===== config.mk =====
export PLATFORM = sky130hd
export DESIGN_NAME = core2apb_bridge
export DESIGN_NICKNAME = d
export VERILOG_FILES = /design/src/rtl/core2apb_bridge.sv
export SDC_FILE = /design/constraint.sdc
export NUM_CORES = 1
export LEC_CHECK = 0
export BUFFER_PORTS_ARGS = -buffer_cell sky130_fd_sc_hd__buf_2
export CORE_MARGIN = 4
export CORE_UTILIZATION = 45
export DETAILED_ROUTE_END_ITERATION = 6
export GPL_ROUTABILITY_DRIVEN = 0
export GPL_TIMING_DRIVEN = 0
export PLACE_DENSITY = 0.91
export SETUP_SLACK_MARGIN = 0.02
export SLEW_MARGIN = 10
export SYNTH_ARGS = -nofsm -noshare
export SYNTH_HDL_FRONTEND = slang
export SYNTH_SLANG_ARGS = --single-unit

===== constraint.sdc =====
create_clock -name clk_i -period 2.15 [get_ports clk_i]
set_input_delay 0.1075 -clock clk_i [delete_from_list [all_inputs] [get_ports clk_i]]
set_output_delay 0.1075 -clock clk_i [all_outputs]
set_load 0.05 [all_outputs]

===== src/rtl/core2apb_bridge.sv =====
// Core data-side req/gnt/rvalid port to single APB3 transfers.
// One outstanding transfer; a watchdog aborts accesses to a hung slave.
module core2apb_bridge #(
    parameter int unsigned APB_ADDR_WIDTH = 32,
    parameter int unsigned APB_DATA_WIDTH = 32,
    parameter int unsigned TIMEOUT_CYCLES = 255,
    parameter logic [31:0] TIMEOUT_RDATA  = 32'hDEAD_BEEF
) (
    input  logic                      clk_i,
    input  logic                      rst_i,
    input  logic                      req_i,
    output logic                      gnt_o,
    input  logic [APB_ADDR_WIDTH-1:0] addr_i,
    input  logic                      we_i,
    input  logic [3:0]                be_i,
    input  logic [APB_DATA_WIDTH-1:0] wdata_i,
    output logic                      rvalid_o,
    output logic [APB_DATA_WIDTH-1:0] rdata_o,
    output logic                      err_o,
    output logic [APB_ADDR_WIDTH-1:0] paddr_o,
    output logic [APB_DATA_WIDTH-1:0] pwdata_o,
    output logic                      pwrite_o,
    output logic                      psel_o,
    output logic                      penable_o,
    input  logic                      pready_i,
    input  logic [APB_DATA_WIDTH-1:0] prdata_i,
    input  logic                      pslverr_i,
    output logic                      timeout_o
);

    localparam int unsigned WCNT_W =
        (TIMEOUT_CYCLES > 0) ? $clog2(TIMEOUT_CYCLES + 1) : 1;
    localparam logic [WCNT_W-1:0] WCNT_LAST =
        WCNT_W'((TIMEOUT_CYCLES > 0) ? TIMEOUT_CYCLES - 1 : 0);
    localparam bit WDOG_EN = (TIMEOUT_CYCLES != 0);

    typedef enum logic [1:0] {
        IDLE,
        SETUP,
        ACCESS,
        RESP
    } state_e;

    state_e                    state_q, state_d;
    logic [APB_ADDR_WIDTH-1:0] paddr_q, paddr_d;
    logic [APB_DATA_WIDTH-1:0] pwdata_q, pwdata_d;
    logic                      pwrite_q, pwrite_d;
    logic [APB_DATA_WIDTH-1:0] rdata_q, rdata_d;
    logic                      err_q, err_d;
    logic                      to_q, to_d;
    logic [WCNT_W-1:0]         wcnt_q, wcnt_d;

    // APB3 has no strobes and addresses are word aligned.
    logic unused_in;
    assign unused_in = ^{be_i, addr_i[1:0]};

    always_comb begin
        state_d  = state_q;
        paddr_d  = paddr_q;
        pwdata_d = pwdata_q;
        pwrite_d = pwrite_q;
        rdata_d  = rdata_q;
        err_d    = err_q;
        to_d     = 1'b0;
        wcnt_d   = wcnt_q;
        unique case (state_q)
            IDLE: begin
                if (req_i) begin
                    paddr_d  = {addr_i[APB_ADDR_WIDTH-1:2], 2'b00};
                    pwdata_d = wdata_i;
                    pwrite_d = we_i;
                    state_d  = SETUP;
                end
            end
            SETUP: begin
                wcnt_d  = '0;
                state_d = ACCESS;
            end
            ACCESS: begin
                if (pready_i) begin
                    rdata_d = pwrite_q ? '0 : prdata_i;
                    err_d   = pslverr_i;
                    state_d = RESP;
                end else if (WDOG_EN && wcnt_q == WCNT_LAST) begin
                    rdata_d = TIMEOUT_RDATA;
                    err_d   = 1'b1;
                    to_d    = 1'b1;
                    state_d = RESP;
                end else if (wcnt_q != '1) begin
                    wcnt_d = wcnt_q + 1'b1;
                end
            end
            RESP: begin
                state_d = IDLE;
            end
            default: begin
                state_d = IDLE;
            end
        endcase
    end

    always_ff @(posedge clk_i) begin
        if (rst_i) begin
            state_q  <= IDLE;
            paddr_q  <= '0;
            pwdata_q <= '0;
            pwrite_q <= 1'b0;
            rdata_q  <= '0;
            err_q    <= 1'b0;
            to_q     <= 1'b0;
            wcnt_q   <= '0;
        end else begin
            state_q  <= state_d;
            paddr_q  <= paddr_d;
            pwdata_q <= pwdata_d;
            pwrite_q <= pwrite_d;
            rdata_q  <= rdata_d;
            err_q    <= err_d;
            to_q     <= to_d;
            wcnt_q   <= wcnt_d;
        end
    end

    assign gnt_o     = req_i && (state_q == IDLE);
    assign psel_o    = (state_q == SETUP) || (state_q == ACCESS);
    assign penable_o = (state_q == ACCESS);
    assign rvalid_o  = (state_q == RESP);
    assign timeout_o = to_q;
    assign rdata_o   = rdata_q;
    assign err_o     = err_q;
    assign paddr_o   = paddr_q;
    assign pwdata_o  = pwdata_q;
    assign pwrite_o  = pwrite_q;

endmodule

; After elaboration in Yosys (flattened, before gate mapping)
; Index checks and enable logic that the tools add are counted.
[word_totals]
ff_bits = 107
latchBits = 0
ramBits = 0
romBits = 0
inputBits = 106
out_inout_bits = 103
elab_cells = 44
memories = 0
[op_classes]
n_addsub = 1
mul = 0
div_mod_pow = 0
n_lt_le_gt_ge = 0
n_eq_ne = 10
n_shift = 0
n_mux = 14
bitwise_logic = 1
reduce_logical = 10
[ops]
columns = operator, count
row1 = $mux W32, 3
row2 = $mux W8, 3
row3 = $pmux W8 S2, 1
row4 = $add A8 B1 Y8 const B, 1
row5 = $eq A8 B8 Y1 const B, 1
row6 = $ne A8 B8 Y1 const B, 1
row7 = $pmux W2 S4, 1
row8 = $mux W2, 3
row9 = $ne A2 B2 Y1 const B, 3
row10 = $reduce_and A2 Y1, 3
row11 = $eq A2 B2 Y1 const B, 2
row12 = $reduce_and A4 Y1, 1
row13 = $reduce_bool A2 Y1, 2
row14 = $mux W1, 3
row15 = $ne A3 B1 Y1 const B, 1
row16 = $reduce_or A3 Y1, 1
row17 = $eq A2 B1 Y1 const B, 1
row18 = $logic_not A2 Y1, 1
row19 = $ne A2 B1 Y1 const B, 1
row20 = $logic_and A1 B1 Y1, 1
row21 = $logic_or A1 B1 Y1, 1
row22 = $not A1 Y1, 1

; Depth between registers and ports, before layout
[depth]
depth_word = 5
ltp_mapped = 8
mapped_depth_nobuf = 6

; Worst setup path after synthesis
; No wires, ideal clock.
[synth_timing]
path_kind = reg2reg
startpoint = register state_q[0]
endpoint = register rdata_q[28], in the netlist rdata_o[28]
arrival_time_ns = 1.945
setup_slack_ns = 0.127
path_stages_with_launch = 9
path_buffers = 2
path_cell_list = dfxtp_1 -> inv_1 -> ha_1 -> buf_2 -> nand4_1 -> o21ai_4 -> buf_6 -> nor2_1 -> nor3_1
[synth_via]
elab_chain_len = 2
[synth_lines]
columns = item, line
row1 = start: declaration, 44  ; state_e state_q, state_d;
row2 = start signal: assignment, 113  ; state_q <= state_d;
row3 = $eq A2 B2 Y1, -
row4 = net penable_o, 24  ; output logic penable_o,
row5 = $reduce_and A2 Y1 (no source line), -
row6 = end signal: assignment, 117  ; rdata_q <= rdata_d;
row7 = end: declaration, 48  ; logic [APB_DATA_WIDTH-1:0] rdata_q, rdata_d;
; The timed path passes the listed nets, and every way through them passes these cells.
; A chain may end at the register's enable or synchronous reset.

; Worst setup path after layout
[layout_timing]
startpoint = register state_q[0]
endpoint = register rdata_q[15], in the netlist rdata_o[15]
[layout_via]
elab_chain_len = 2
[layout_lines]
columns = item, line
row1 = $eq A2 B2 Y1, 66  ; unique case (state_q)
row2 = $reduce_and A2 Y1 (no source line), -
; No other way between the ends.

==> summary by stage <==
Setup path
Along the worst path, the maximum fanout reaches 10. The critical path in this run is classified as reg2reg. At the worst endpoint, the arrival time is roughly 2.1 ns. In this design, the stage delay of the slowest critical-path cell is roughly 0.34 ns. The number of cells traversed by the worst register-to-register path is 8. The required time of the worst setup path is around 2.4 ns.

Walking the worst path, the cells encountered are inv_1 > ha_1 > buf_2 > nand4_1 > o21ai_4 > buf_6 > nor2_1 > nor3_1. The worst setup path is launched from a flop. The cell at the slowest stage of the critical path is sky130_fd_sc_hd__dfxtp_1. The element type at the critical path end is a flop.

Synth
Sequential elements use 52.87% of the synthesized area. During synthesis, Yosys emitted a total of 0 warnings. Among all flip-flop cells after synthesis, the most frequent one is sky130_fd_sc_hd__dfxtp_1. Yosys mapped a number of flops with a built-in enable equal to 0.

The share of flip-flops with an asynchronous set or reset after synthesis is 0%. Dividing the synthesized area by the synthesized cell count gives 8.135 um2. The synthesized area is between 4000 and 5000 um2. The number of synthesized register bits is 107. The number of distinct library cells after synthesis is 44. The cell count after synthesis came out at about 500.

Power
The cell area power density is roughly 1200 nW/um2. The total power draw is 7.076 mW. IR analysis of the VDD net gives a maximum drop of 0.6668 mV. Summed over all cells, the static leakage comes to roughly 2.8 nW.

Global routing
The wire length of the first global-routing pass is approximately 22,000 um. Global routing used approximately 26% of the available tracks across all layers. The initial antenna violation count is 0. The final global-route overflow total is 0.

Entering global routing, the biggest net connects 20 pins. The via count of the first global-routing pass is roughly 4,800.

Die
The floorplan has 34 rows. In this run the vertical extent of the chip is between 100 and 150 um. The initial utilization of the core area, before any placement, comes to between 40 and 50%.

The floorplan step defined a die boundary enclosing about 11,000 um2. The placeable core region is approximately 8700 um2. The top-level I/O count is around 210.

The die extent in x is 102.9 um.

Clock network
The cell sitting at the root of the clock tree is a sky130_fd_sc_hd__clkbuf_8. The H-tree depth reported by CTS is 3. The clock passes through at most 2 buffers.

TritonCTS created 9 clock buffers. For this design, the sink count on the clock tree is ~110. After clock tree synthesis, the clock-pin slew on the worst setup and hold paths is ~0.09 ns. For the worst-skew pair, the clock arrives at the later sink with an insertion delay of around 0.36 ns.

The TritonCTS clock tree is built.

Hold path
The type of the tightest min-delay check is in2reg. Along the worst hold path, the cell count comes to 3.

Timing
The highest clock rate is around 530 MHz. In this run the tightest slew margin relative to its limit is a little under two thirds. Setup violations remaining at the end of the flow were counted as 0. The count of final hold-check violations came to 0. The total negative slack for setup checks is 0 ns. The number of pins with negative max-slew slack in the final report is 0. Across all setup checks in the final design, the least slack found is 0.2735 ns. Setup repair after global routing left no endpoint under its margin. The tightest hold path in the finished design has a slack of 0.01941 ns.

The actual transition at the worst max-transition pin is around 0.54 ns. The share of the clock period used by the worst path is between 80% and 90%. The post-layout minimum cycle time is 1.876 ns. For the final database, setup skew stands at about 0.016 ns.

Final layout
The count of non-filler cells in the finished layout is between 800 and 900. The leading cell type in the layout, fill and taps excluded is sky130_fd_sc_hd__buf_2. Relative to the synthesized area, the layout overhead comes to 48.95%. Cells with a size suffix above 1 make up 30.54% of the layout. The final standard cell area without fillers is 6035 um2. After the last flow step, the layout net total stands at ~900.

The filler cells instantiated in the layout total about 630. The repair_antennas step left the layout with diodes totalling 0. The utilization after layout is between 60 and 70%. The library cells used most frequently in the layout, excluding fill and tap cells, are sky130_fd_sc_hd__buf_2, sky130_fd_sc_hd__nand2_1, sky130_fd_sc_hd__dfxtp_1, sky130_fd_sc_hd__a21oi_1, sky130_fd_sc_hd__dlygate4sd3_1.

Place
The cell total after placement is slightly above 800. The half-perimeter wire length after detailed placement is 9240 um. At the placement stage, the worst setup path has a slack of just under 0.1 ns. After detailed placement, the total cell area comes to about 5200 um2.

The count of input and output buffers is ~200.

Route
The pre-antenna-repair detailed-routing pass consisted of 5 iterations. The routed wire length per instance is 15.92 um. In this run, the number of DRC markers left after iteration 0 of detailed routing was between 150 and 200. After detailed routing, the total wire length is 14,070 um. The DRC violation count after routing is 0. In the routed layout, each cell is associated on average with a via count of around 5.3. Once detail routing completed, the nets flagged for antenna violations numbered 0. Across all layers, the routed design uses about 4,700 vias.

Run status
The run finished with clean final reports.

Flow run
The number of maximum-capacitance constraint violations is 0.
-- registers in the layout (all words and copies together) (netlist names) --
signal / cells
pwrite_o: 1
timeout_o: 1
state_q: 2
err_o: 1
paddr_o: 30
pwdata_o: 32
rdata_o: 32
wcnt_q: 8
-- area by class of cell --
type	count	area [um2]	area share [%]
buffer	35	163.9	2.716
clock buffer	9	123.9	2.053
tap	108	135.1	2.239
sequential	107	2142	35.50
multi-input combinational	349	1729	28.65
inverter	7	31.28	0.5183
timing repair buffer	264	1647	27.29
clock inverter	5	62.56	1.037
-- worst paths after layout --
check / from / end / slack (ns)
min reg2reg: pwdata_o[3] / pwdata_o[3] / 0.46
max: state_q[0] / rdata_o[15] / 0.27
min: prdata_i[22] / rdata_o[22] / 0.02
max reg2reg: state_q[0] / rdata_o[15] / 0.27
-- Yosys cell counts, types with 2 or more instances --
| cell | instances | area (um2) |
|---|---|---|
| sky130_fd_sc_hd__a21oi_1 | 92 | 460.4 |
| sky130_fd_sc_hd__nor2_1 | 36 | 135.1 |
| sky130_fd_sc_hd__buf_1 | 8 | 30.03 |
| sky130_fd_sc_hd__a22oi_1 | 8 | 60.06 |
| sky130_fd_sc_hd__nand2b_1 | 2 | 12.51 |
| sky130_fd_sc_hd__o21ai_0 | 5 | 25.02 |
| sky130_fd_sc_hd__nor3_1 | 22 | 110.1 |
| sky130_fd_sc_hd__nor4_1 | 2 | 12.51 |
| sky130_fd_sc_hd__nor3_2 | 3 | 30.03 |
| sky130_fd_sc_hd__buf_2 | 4 | 20.02 |
| sky130_fd_sc_hd__nand4_1 | 4 | 25.02 |
| sky130_fd_sc_hd__nand3_1 | 4 | 20.02 |
| sky130_fd_sc_hd__inv_1 | 6 | 22.52 |
| sky130_fd_sc_hd__nand2_1 | 135 | 506.7 |
| sky130_fd_sc_hd__ha_1 | 7 | 87.58 |
| sky130_fd_sc_hd__buf_4 | 2 | 15.01 |
| sky130_fd_sc_hd__nand3b_1 | 2 | 15.01 |
| sky130_fd_sc_hd__dfxtp_1 | 107 | 2142 |
| sky130_fd_sc_hd__buf_6 | 2 | 22.52 |
| sky130_fd_sc_hd__clkbuf_1 | 20 | 75.07 |
| sky130_fd_sc_hd__mux2i_1 | 2 | 20.02 |
| sky130_fd_sc_hd__a31oi_1 | 3 | 18.77 |
-- critical path: cells and delay by family, from the launching register on --
family / cells / cell delay, ns
adder cells (fa/ha/maj): 1 / 0.22
flip-flops: 1 / 0.34
AND/OR/NAND/NOR: 3 / 0.41
AO/OA/AOI/OAI: 1 / 0.29
buffers and inverters: 3 / 0.54
-- power by group --
part	switching, mW	total [mW]	internal, mW	leakage, nW
Clock	0.667	1.20	0.535	0.0882
Sequential	0.217	2.57	2.35	0.873
Combinational	2.47	3.31	0.838	1.81
Total	3.35	7.08	3.72	2.77
-- metal layers --
metal / part of all wire (%) / global-route usage, % / up-vias
li1: - / - / 2212
met3: 8.8 / 6.022 / 73
met2: 49 / 45.04 / 309
met1: 36 / 28.23 / 2115
met5: 0 / 0 / -
met4: 5.4 / 16.04 / 0
-- timing repair --
item | CTS | global route
gates resized for setup | 1 | 7
setup endpoints to repair | 1 | 48
hold buffers | 65 | 0
setup buffers | 0 | 0
hold endpoints to repair | 65 | 0
-- kinds of logic after synthesis --
family                   synth area share, %
AO/OA/AOI/OAI                          16.28
AND/OR/NAND/NOR                        23.16
adder cells (fa/ha/maj)                2.162
flip-flops                             52.87
buffers and inverters                  4.663
multiplexers                          0.7721
other                                0.09256
No activity file was read; power rests on OpenSTA's default activity.
